File: src/rtl/systolic_pkg.sv
// Shared definitions for the systolic array datapath: default geometry,
// feeder state encoding and a lane-slice helper.
package systolic_pkg;

    // Default array geometry, shared with the PE array.
    localparam int SYS_N     = 4;
    localparam int SYS_DW    = 8;
    localparam int SYS_LEN_W = 8;

    // Width of one lane slice in a packed row vector.
    localparam int LANE_W = SYS_DW;

    // Feeder sequencing states.
    typedef enum logic [1:0] {
        IDLE   = 2'd0,
        STREAM = 2'd1,
        DRAIN  = 2'd2
    } skew_state_t;

    // Low bit index of lane 'lane' in a packed vector of 'dw'-bit lanes.
    function automatic int lane_lo(input int lane, input int dw);
        return lane * dw;
    endfunction

endpackage

File: src/rtl/skew_line.sv
// One lane of the diagonal skew: a DEPTH-stage shift line that moves only
// on advance and otherwise holds every stage.
module skew_line #(
    parameter int DEPTH = 1,
    parameter int DW    = 8
) (
    input  logic          clock,
    input  logic          reset,
    input  logic          advance,
    input  logic [DW-1:0] d,
    output logic [DW-1:0] q
);

    logic [DW-1:0] stage_q [DEPTH];
    logic [DW-1:0] stage_d [DEPTH];

    // Next stage values: load d into stage 0 and shift the rest on advance.
    always_comb begin
        for (int k = 0; k < DEPTH; k++) begin
            stage_d[k] = stage_q[k];
        end
        if (advance) begin
            stage_d[0] = d;
            for (int k = 1; k < DEPTH; k++) begin
                stage_d[k] = stage_q[k-1];
            end
        end
    end

    // Stage registers, cleared by the asynchronous reset.
    always_ff @(posedge clock or posedge reset) begin
        if (reset) begin
            for (int k = 0; k < DEPTH; k++) begin
                stage_q[k] <= '0;
            end
        end else begin
            for (int k = 0; k < DEPTH; k++) begin
                stage_q[k] <= stage_d[k];
            end
        end
    end

    assign q = stage_q[DEPTH-1];

endmodule

File: src/rtl/systolic_input_skew.sv
// Left-edge feeder for the PE array: accepts row vectors, skews lane i by
// i extra cycles, flushes zeros after the last vector and drives the
// array's active strobe.
module systolic_input_skew
    import systolic_pkg::*;
#(
    parameter int N     = SYS_N,
    parameter int DW    = SYS_DW,
    parameter int LEN_W = SYS_LEN_W
) (
    input  logic              clock,
    input  logic              reset,
    input  logic              start,
    input  logic [LEN_W-1:0]  rows,
    input  logic              in_valid,
    input  logic [N*DW-1:0]   in_data,
    output logic              in_ready,
    output logic [N*DW-1:0]   out_data,
    output logic              out_active,
    output logic              busy,
    output logic              done
);

    // N-1 drain cycles must fit; keep at least one bit for N == 1.
    localparam int DC_W = (N > 1) ? $clog2(N) : 1;

    skew_state_t      state_q, state_d;
    logic [LEN_W-1:0] remaining_q, remaining_d;
    logic [DC_W-1:0]  drain_cnt_q, drain_cnt_d;
    logic             out_active_q, out_active_d;
    logic             done_q, done_d;
    logic             advance;
    logic             shift_en;
    logic [N*DW-1:0]  inject;

    // Next-state, counter and advance decode.
    always_comb begin
        state_d     = state_q;
        remaining_d = remaining_q;
        drain_cnt_d = drain_cnt_q;
        done_d      = 1'b0;
        advance     = 1'b0;
        inject      = '0;
        case (state_q)
            IDLE: begin
                if (start) begin
                    if (rows != '0) begin
                        remaining_d = rows;
                        state_d     = STREAM;
                    end else begin
                        done_d = 1'b1;
                    end
                end
            end
            STREAM: begin
                if (in_valid) begin
                    advance     = 1'b1;
                    inject      = in_data;
                    remaining_d = remaining_q - LEN_W'(1);
                    if (remaining_q == LEN_W'(1)) begin
                        if (N > 1) begin
                            state_d     = DRAIN;
                            drain_cnt_d = DC_W'(N - 1);
                        end else begin
                            state_d = IDLE;
                            done_d  = 1'b1;
                        end
                    end
                end
            end
            DRAIN: begin
                advance     = 1'b1;
                drain_cnt_d = drain_cnt_q - DC_W'(1);
                if (drain_cnt_q == DC_W'(1)) begin
                    state_d = IDLE;
                    done_d  = 1'b1;
                end
            end
            default: begin
                state_d = IDLE;
            end
        endcase
        out_active_d = advance;
    end

    // State, counters and registered strobes.
    always_ff @(posedge clock or posedge reset) begin
        if (reset) begin
            state_q      <= IDLE;
            remaining_q  <= '0;
            drain_cnt_q  <= '0;
            out_active_q <= 1'b0;
            done_q       <= 1'b0;
        end else begin
            state_q      <= state_d;
            remaining_q  <= remaining_d;
            drain_cnt_q  <= drain_cnt_d;
            out_active_q <= out_active_d;
            done_q       <= done_d;
        end
    end

    // After the drain only the last stage of each lane can still hold data;
    // one extra zero shift in the done cycle (always IDLE, array inactive)
    // leaves every skew register at zero for the next tile.
    assign shift_en = advance | done_q;

    genvar gi;
    generate
        for (gi = 0; gi < N; gi++) begin : g_lane
            skew_line #(
                .DEPTH (gi + 1),
                .DW    (DW)
            ) u_line (
                .clock   (clock),
                .reset   (reset),
                .advance (shift_en),
                .d       (inject[lane_lo(gi, DW) +: DW]),
                .q       (out_data[lane_lo(gi, DW) +: DW])
            );
        end
    endgenerate

    assign in_ready   = (state_q == STREAM);
    assign busy       = (state_q != IDLE);
    assign out_active = out_active_q;
    assign done       = done_q;

endmodule

File: config.mk
export PLATFORM = sky130hd
export DESIGN_NAME = systolic_input_skew
export DESIGN_NICKNAME = d
export VERILOG_FILES = /design/src/rtl/systolic_pkg.sv /design/src/rtl/skew_line.sv /design/src/rtl/systolic_input_skew.sv
export SDC_FILE = /design/constraint.sdc
export NUM_CORES = 1
export LEC_CHECK = 0
export ABC_CLOCK_PERIOD_IN_PS = 6520
export BUFFER_PORTS_ARGS = -buffer_cell sky130_fd_sc_hd__buf_2
export CAP_MARGIN = 20
export CORE_ASPECT_RATIO = 1.75
export CORE_MARGIN = 2
export CORE_UTILIZATION = 55
export DETAILED_ROUTE_END_ITERATION = 8
export GPL_TIMING_DRIVEN = 0
export PLACE_DENSITY = 0.86
export SLEW_MARGIN = 15
export SYNTH_ARGS = -nofsm -noshare
export SYNTH_HDL_FRONTEND = slang
export SYNTH_SLANG_ARGS = --single-unit
File: constraint.sdc
create_clock -name clock -period 6.52 [get_ports clock]
set_clock_uncertainty 0.15 [all_clocks]
set_input_delay 0 -clock clock [delete_from_list [all_inputs] [get_ports clock]]
set_output_delay 0 -clock clock [all_outputs]
set_load 0.02 [all_outputs]
Word level (Yosys, flattened, before mapping)
Index checks and enable logic that the tools add are counted.
Widths: inputs -> output; s select.
{ "classes": {"n_addsub": 2, "eq_ne": 9, "mux": 21, "bitwise_logic": 1, "n_reduce_logical": 8} }
{ "op_table": {"columns": ["operator", "count"], "rows": [
  ["$mux 32", 2],
  ["$mux 8", 3],
  ["$pmux 8 s2", 1],
  ["$mux 2", 7],
  ["$eq 8x1->1 const B", 1],
  ["$ne 2x2->1 const B", 4],
  ["$reduce_bool 8->1", 1],
  ["$sub 8x1->8 const B", 1],
  ["$pmux 2 s3", 1],
  ["$reduce_bool 2->1", 3],
  ["$reduce_and 5->1", 1],
  ["$eq 2x1->1 const B", 2],
  ["$mux 1", 4],
  ["$pmux 1 s2", 2],
  ["$pmux 2 s2", 1],
  ["$reduce_and 4->1", 1],
  ["$reduce_and 3->1", 1],
  ["$eq 2x2->1 const B", 1],
  ["$logic_not 2->1", 1],
  ["$ne 2x1->1 const B", 1],
  ["$sub 2x1->2 const B", 1],
  ["$or 1x1->1", 1]
]} }
{ "word_totals": {"reg_bits": 94, "input_bits": 44, "out_inout_bits": 36, "elab_cells": 56} }

Logic depth before layout (Yosys ltp)
Gate-level depths: netlist of the first run.
{ "depth": {"ltp_word": 4, "ltp_mapped": 8, "depth_no_buf": 6} }

Modules after synthesis
From an unflattened synthesis of the first run, not the netlist that was laid out.
{ "unflattened": {"hier_cells": 337, "hier_area_um2": 4672.0} }
{ "by_module_without_submodules": {"columns": ["mod", "n_inst", "cells_each", "area_each_um2", "seq_area_each_um2"], "rows": [
  ["skew_line (g_lane[3].u_line)", 1, 77, 1408.9, 800.8],
  ["systolic_input_skew", 1, 139, 1153.6, 350.3],
  ["skew_line (g_lane[2].u_line)", 1, 60, 1061.0, 600.6],
  ["skew_line (g_lane[1].u_line)", 1, 43, 713.2, 400.4],
  ["skew_line (g_lane[0].u_line)", 1, 18, 335.3, 200.2]
]} }

Least setup slack after synthesis of the first run
No wires, ideal clock.
{ "synth_timing": {"kind": "register to register", "startpoint": "register state_q[1]", "endpoint": "register g_lane[2].u_line.stage_q, in the netlist g_lane[2].u_line.q[1]", "setup_time_ps": 125, "t_arrival_ps": 1856, "required_ps": 6245, "path_slack_ps": 4389, "path_stages_with_launch": 9, "path_buffers": 2, "synth_period_minus_slack_ps": 2131, "cell_sequence": "dfrtp_1 > inv_1 > ha_1 > and2_1 > buf_6 > o21a_1 > nor2_1 > buf_4 > mux2_2"} }
{ "synth_between": {"elab_chain_len": 3, "word_cells_on_any_way": 4, "classes_between": "2 x eq/ne; 1 x mux; 1 x bitwise"} }
{ "synth_rtl": {"columns": ["item", "line_no", "rtl"], "rows": [
  ["from (decl)", "systolic_input_skew.sv:27", "skew_state_t state_q, state_d;"],
  ["from (signal assigned)", "systolic_input_skew.sv:95", "state_q <= state_d;"],
  ["$eq 2x1->1", null, null],
  ["net in_ready", "systolic_input_skew.sv:17", "output logic in_ready,"],
  ["$pmux 1 s2", "systolic_input_skew.sv:44", "case (state_q)"],
  ["net advance", "systolic_input_skew.sv:32", "logic advance;"],
  ["$or 1x1->1", "systolic_input_skew.sv:106", "assign shift_en = advance | done_q;"],
  ["to (signal, indexed assignment)", "skew_line.sv:38", "stage_q[k] <= stage_d[k];"],
  ["to (decl)", "skew_line.sv:14", "logic [DW-1:0] stage_q [DEPTH];"]
]} }
The timed path passes the listed nets, and every way through them passes these cells.
A chain may end at the register's enable or synchronous reset.

Final worst setup path of the first run
{ "layout_timing": {"startpoint": "register state_q[1]", "endpoint": "register state_q[0]"} }
{ "layout_between": {"elab_chain_len": 3, "word_cells_on_any_way": 10, "classes_between": "7 x eq/ne; 1 x mux; 2 x reduce/logical"} }
{ "layout_rtl": {"columns": ["item", "line_no"], "rows": [
  ["$eq 2x2->1 (tied with other cells)", "systolic_input_skew.sv:44"],
  ["$ne 2x2->1 (no source line) or $ne 2x1->1 (tied branches)", null],
  ["$reduce_and 5->1 (no source line)", null]
]} }
Parallel ways exist; a longest one is shown, timed or not.

==> results.yml, run 1 <==
route:
  first_iter_violations: 260
  drc: 0
  dr.pass1.iters: 6
  vias_per_cell: 5.463
  wl_um: 9588
  ant_nets: 0
  wl_per_cell_um: 16.09
  vias: 3256
worst_setup_path:
  crit_required_ns: 6.59
  cpPeakStageDelay_ns: 0.60
  cp-end-kind: "register"
  path_cells: "inv_1, ha_1, nor4b_1, a31oi_2, nand3_2, mux2_4"
  cp_slowest_cell: "nor4b_1"
  worstSetupPathType: "register to register"
  worstPathArrival_ns: 2.61
  start_kind: "register"
  cp_max_fo: 10
pwr:
  p_per_area_mw_per_mm2: 465.2
  total_leakage_power_nw: 2.710
  total_power_mw: 2.584
  ir_drop_mv: 0.3564
finish:
  final_layout_size_suffix_gt1_share_pct: 35.50
  synthToLayoutAreaGrowth_pct: 29.60
  final_common_cell: "dfrtp_1"
  final_nets: 554
  final_cell_mix: "dfrtp_1, buf_2, mux2_2"
  n_fill_cell: 508
yosys:
  synth_area_leaders: "dfrtp_1, mux2_2, o211ai_1"
  synth_top_area_share_pct: 54.87
  synth-seq-cells: 94
  synth_area_mm2: 0.004287
  synth_area_leader_cell: "dfrtp_1"
  synth_top_family_by_area: "compound AO/OA/AOI/OAI gates"
  yosys.area_share.simple_pct: 4.612
  muxShareOfSynthArea_pct: 13.22
  synth_edf_count: 0
  synth_fp_nets: 420
  syn_avg_cell_area_um2: 11.62
  synthAdderAreaFrac_pct: 2.043
  async_flop_share_pct: 100.0
  yosysSeqAreaShare_pct: 54.87
  synthFlopType: "dfrtp_1"
  synth-compound-area-share_pct: 14.92
  ys_warn_count: 0
  synth-xor-area-share_pct: 0
  synth_cell_types: 42
  syn_inst: 369
timing:
  rsz0062_at_grt: "no"
  final_hold_viol_count: 0
  holdWs_ns: 0.04193
  fmax_mhz: 394.2
  setup_tns_ns: 0
  slew_headroom_pct: 53.48
  slew_violations: 0
  finalSetupViolCount: 0
  fin_crit_ns: 2.537
  worst_slew_pin_slew_ns: 0.6881
  fin_crit_sh_pct: 38.91
cts:
  cts_tree: "done"
  clk_latency_ns: 0.34
  clock_path_buffers: 2
  cts.sinks: 94
  post_cts_buffers: 0
  htreeDepth: 3
  clk_pin_slew_worst_paths_ns: 0.06
  cts_buffers: 9
  root_buffer: "clkbuf_16"
  ctsResizeCount: 0
outcome:
  run_status: "finished, final reports clean"
global_routing:
  grt_pass1_wl_um: 15680
  antenna_found_initial: 0
  gr-total-overflow: 0
  grt_pass1_vias: 3321
  grt_usage_pct: 23.44
  grt_max_degree: 68
placement:
  portBuffers: 79
  hpwlAfterDp_um: 6321
  place.gp.congestion: 0.8728
floorplan:
  fp.coreArea_mm2: 0.007567
  start_util_pct: 56.65
  die_h_um: 120.8
  dieWidth_um: 70.74
  dieArea_mm2: 0.008544
  rows: 42
  ioPinCount: 80
flow_run:
  drv_cap: 0
hold_path:
  hold_path.class: "input pin to register"
## layout make-up
cell class,count,area [µm²],area share [%]
repair buffers,123,853.3,15.36
inverters,40,152.6,2.748
multi-input cells,189,1491,26.85
plain buffers,46,292.8,5.270
clock buffers,12,256.5,4.617
flip-flops and latches,94,2352,42.34
well taps,88,110.1,1.982
clock inverters,3,43.79,0.7883
diodes,1,2.502,0.04505
## cells by family after synthesis
logic type                 Yosys count
and+or+nand+nor                     34
muxes                               50
adders and majority gates            7
AOI/OAI and AO/OA                   98
DFF                                 94
buffers and inverters               86
## cell usage after synthesis, types with 2 or more instances
| cell | number |
|---|---|
| dfrtp_1 | 94 |
| mux2_2 | 47 |
| o21ai_0 | 41 |
| inv_1 | 40 |
| o211ai_1 | 32 |
| buf_4 | 28 |
| clkbuf_1 | 16 |
| ha_1 | 7 |
| a21oi_1 | 6 |
| nand2_1 | 6 |
| nand3_1 | 5 |
| a31oi_1 | 4 |
| nand2b_1 | 4 |
| nor2_1 | 4 |
| nor3_1 | 3 |
| buf_6 | 2 |
| mux2_1 | 2 |
| nand4_1 | 2 |
| o21a_1 | 2 |
| o32ai_1 | 2 |
## flip-flops by register name, indices dropped and copies added, names as in the netlist
| signal | cells |
|---|---|
| g_lane.u_line.stage_q | 48 |
| g_lane.u_line.q | 32 |
| remaining_q | 8 |
| drain_cnt_q | 2 |
| state_q | 2 |
| done | 1 |
| out_active | 1 |
## worst max-delay path: cells and delay by family (launching register included)
family	cells	cell delay [ns]
buf+inv	1	0.12
fa+ha+maj	1	0.27
mux	1	0.30
flops	1	0.38
compound gates	1	0.39
simple gates	2	0.80
## power by group
part / switching (mW) / internal, mW
sequential: 0.121 / 0.806
combinational: 0.614 / 0.515
clock: 0.211 / 0.316
## per-stage QoR
step	utilization, %	cells	instance area [µm²]	setup slack, ns
floorplan	-	369	4287	3.921
global placement	63.33	536	4792	3.057
detailed placement	63.72	537	4822	4.168
CTS	73.38	595	5553	4.153
global route	73.38	595	5553	3.888
finish	73.41	596	5555	3.983
## final timing paths
kind,slack (ns),from,depth (start not counted),end
worst max-delay path,3.98,state_q[1],6,state_q[0]
worst min-delay path,0.04,in_valid,5,g_lane[2].u_line.stage_q[16]
worst max register to register,3.98,state_q[1],6,state_q[0]
worst min register to register,0.34,g_lane[1].u_line.stage_q[15],1,g_lane[1].u_line.q[7]
max in group asynchronous,5.54,reset,4,g_lane[1].u_line.stage_q[11]
min in group asynchronous,0.05,reset,3,g_lane[0].u_line.q[0]
## repair_timing
action                                  CTS  global route
endpoints found under the setup margin    0             0
hold buffers                             43             0
hold endpoints to repair                135             0
## per-layer routing
metal / vias to the layer above / track usage (%) / share of wire, %
met4: 0 / 11.91 / 3.4
met5: - / 0 / 0
met3: 27 / 5.250 / 4.7
met1: 1567 / 27.00 / 40
li1: 1541 / - / -
met2: 121 / 40.30 / 52
Note: power is estimated with default switching activity, not from simulation.
==> run 2: changes to the inputs <==
--- a/config.mk
+++ b/config.mk
@@ -5,15 +5,16 @@
 export SDC_FILE = /design/constraint.sdc
 export NUM_CORES = 1
 export LEC_CHECK = 0
-export ABC_CLOCK_PERIOD_IN_PS = 6520
+export ABC_AREA = 1
+export ABC_CLOCK_PERIOD_IN_PS = 2300
 export BUFFER_PORTS_ARGS = -buffer_cell sky130_fd_sc_hd__buf_2
 export CAP_MARGIN = 20
 export CORE_ASPECT_RATIO = 1.75
 export CORE_MARGIN = 2
-export CORE_UTILIZATION = 55
+export CORE_UTILIZATION = 50
 export DETAILED_ROUTE_END_ITERATION = 8
 export GPL_TIMING_DRIVEN = 0
-export PLACE_DENSITY = 0.86
+export PLACE_DENSITY = 0.83
 export SLEW_MARGIN = 15
 export SYNTH_ARGS = -nofsm -noshare
 export SYNTH_HDL_FRONTEND = slang
==> constraint.sdc (replaced) <==
create_clock -name clock -period 2.3 [get_ports clock]
set_clock_uncertainty 0.15 [all_clocks]
set_input_delay 0 -clock clock [delete_from_list [all_inputs] [get_ports clock]]
set_output_delay 0 -clock clock [all_outputs]
set_load 0.02 [all_outputs]
==> results.yml, run 2 <==
yosys:
  synth-seq-cells: 94
  synth_top_area_share_pct: 54.35
  synth_area_leaders: "dfrtp_1, nand2_1, nand3_1"
  synth_area_mm2: 0.004328
  async_flop_share_pct: 100.0
  synth_top_family_by_area: "simple AND/OR/NAND/NOR gates"
  yosysMostFrequentCell: "nand2_1"
  synth_fp_nets: 559
  syn_avg_cell_area_um2: 8.519
  synth-xor-area-share_pct: 0
  yosys.area_share.simple_pct: 28.62
  synth_edf_count: 0
  yosysSeqAreaShare_pct: 54.35
  synth_area_leader_cell: "dfrtp_1"
  synth-compound-area-share_pct: 4.250
  synthAdderAreaFrac_pct: 2.024
  synthFlopType: "dfrtp_1"
  synth_commonest_cells: "nand2_1, nand3_1, dfrtp_1, buf_4, inv_1"
  synth_cell_types: 23
  muxShareOfSynthArea_pct: 0
  syn_inst: 508
  ys_warn_count: 0
route:
  first_iter_violations: 319
  vias: 3978
  wl_um: 10860
  ant_nets: 0
  wl_per_cell_um: 14.20
  vias_per_cell: 5.200
  dr.pass1.iters: 5
  drc: 0
cts:
  root_buffer: "clkbuf_16"
  clock_path_buffers: 2
  clk_pin_slew_worst_paths_ns: 0.06
  post_cts_buffers: 0
  ctsResizeCount: 0
  cts-hold-fix-buffers: 44
  cts_tree: "done"
  cts.sinks: 94
  cts_buffers: 9
  clk_latency_ns: 0.34
  htreeDepth: 3
pwr:
  total_power_mw: 7.290
  total_leakage_power_nw: 3.136
  ir_drop_mv: 0.7565
  p_per_area_mw_per_mm2: 1277
global_routing:
  grt_max_degree: 27
  antenna_found_initial: 0
  grt_pass1_vias: 3986
  grt_usage_pct: 24.79
  grt_pass1_wl_um: 17930
  gr-total-overflow: 0
finish:
  final_common_cell: "nand2_1"
  antenna_cells: 0
  final_layout_size_suffix_gt1_share_pct: 22.46
  final_cell_mix: "nand2_1, nand3_1, dfrtp_1"
  largest_reg_flops: 48
  final_nets: 696
  synthToLayoutAreaGrowth_pct: 31.86
  final_area_mm2: 0.005707
  fin_util_pct: 68.20
  final_cells: 765
  n_fill_cell: 644
  register_area_mm2: 0.002352
  largest_register: "g_lane.u_line.stage_q"
  multi_input_area_mm2: 0.001510
floorplan:
  start_util_pct: 51.72
  dieWidth_um: 74.33
  fp.coreArea_mm2: 0.008368
  ioPinCount: 80
  dieArea_mm2: 0.009445
  rows: 44
  die_h_um: 127.1
worst_setup_path:
  cp_max_fo: 10
  rrSetupSlack_ns: 0.26
  cp_num_buf_inv: 3
  start_kind: "register"
  path_cells: "inv_1, ha_1, nand2_1, inv_2, buf_1, nand3_1, o21ai_0"
  critPathTopFamily: "buffers and inverters"
  worstPathArrival_ns: 2.13
  cpPeakStageDelay_ns: 0.42
  cp_slowest_cell: "buf_1"
  crit_required_ns: 2.39
  worstSetupPathType: "register to register"
  cp-end-kind: "register"
placement:
  portBuffers: 79
  pre_cts_slack_ns: 0.3406
  post_dp_cell_area_mm2: 0.004954
  place.gp.congestion: 0.9027
  hpwlAfterDp_um: 7357
  dp.cells: 705
hold_path:
  hold_path.class: "input pin to asynchronous set/reset pin"
outcome:
  run_status: "finished, final reports clean"
timing:
  holdWs_ns: 0.1465
  rsz0062_at_grt: "no"
  worst_slew_pin_slew_ns: 0.6481
  fin_ws_ns: 0.2593
  final_hold_viol_count: 0
  fin_crit_sh_pct: 88.73
  setup_tns_ns: 0
  fin_crit_ns: 2.041
  slew_violations: 0
  slew_headroom_pct: 56.70
  finalSetupViolCount: 0
  fmax_mhz: 490.0
flow_run:
  drv_cap: 0
run 2: final timing paths:
path                                         startpoint                           end  cells after the start
hold / removal                                    reset                remaining_q[1]                      3
setup reg to reg                             state_q[1]  g_lane[1].u_line.stage_q[13]                      7
min in group clock                          in_data[25]  g_lane[3].u_line.stage_q[25]                      4
hold reg to reg            g_lane[3].u_line.stage_q[28]  g_lane[3].u_line.stage_q[20]                      2
max in group asynchronous                         reset  g_lane[3].u_line.stage_q[16]                      5
setup / recovery                             state_q[1]  g_lane[1].u_line.stage_q[13]                      7
run 2: cells by family (layout without fill, tap and decap cells):
family,Yosys count,after routing
and+or+nand+nor,289,289
DFF,94,94
buffers and inverters,83,225
AOI/OAI and AO/OA,35,35
adders and majority gates,7,7
run 2: cell type report:
cell class                      count  share of cell area [%]
Clock buffer                       14                   4.802
Buffer                             52                   6.117
Timing Repair Buffer              126                   16.09
Inverter                           31                   2.105
Clock inverter                      2                  0.6797
Tap cell                          115                   2.521
Multi-Input combinational cell    331                   26.46
Sequential cell                    94                   41.22
run 2: worst register-to-register path: cells and delay by family (launching register included):
kind	cells	cell delay (ns)
compound gates	1	0.14
fa+ha+maj	1	0.27
buf+inv	3	0.69
flops	1	0.40
simple gates	2	0.30
run 2: where the power goes:
group	switching (mW)	internal [mW]	total [mW]
clock network	0.589	0.934	1.52
registers	0.362	2.28	2.64
logic	1.97	1.16	3.13
total	2.92	4.37	7.29
run 2: layer usage:
metal | part of all wire [%] | vias up | track usage (%) | wire, µm
li1 | - | 1889 | - | -
met1 | 37 | 1888 | 26.79 | 3969
met2 | 56 | 170 | 44.54 | 6047
met3 | 4.7 | 31 | 5.599 | 512
met4 | 3.0 | 0 | 11.34 | 331
met5 | 0 | - | 0 | 0
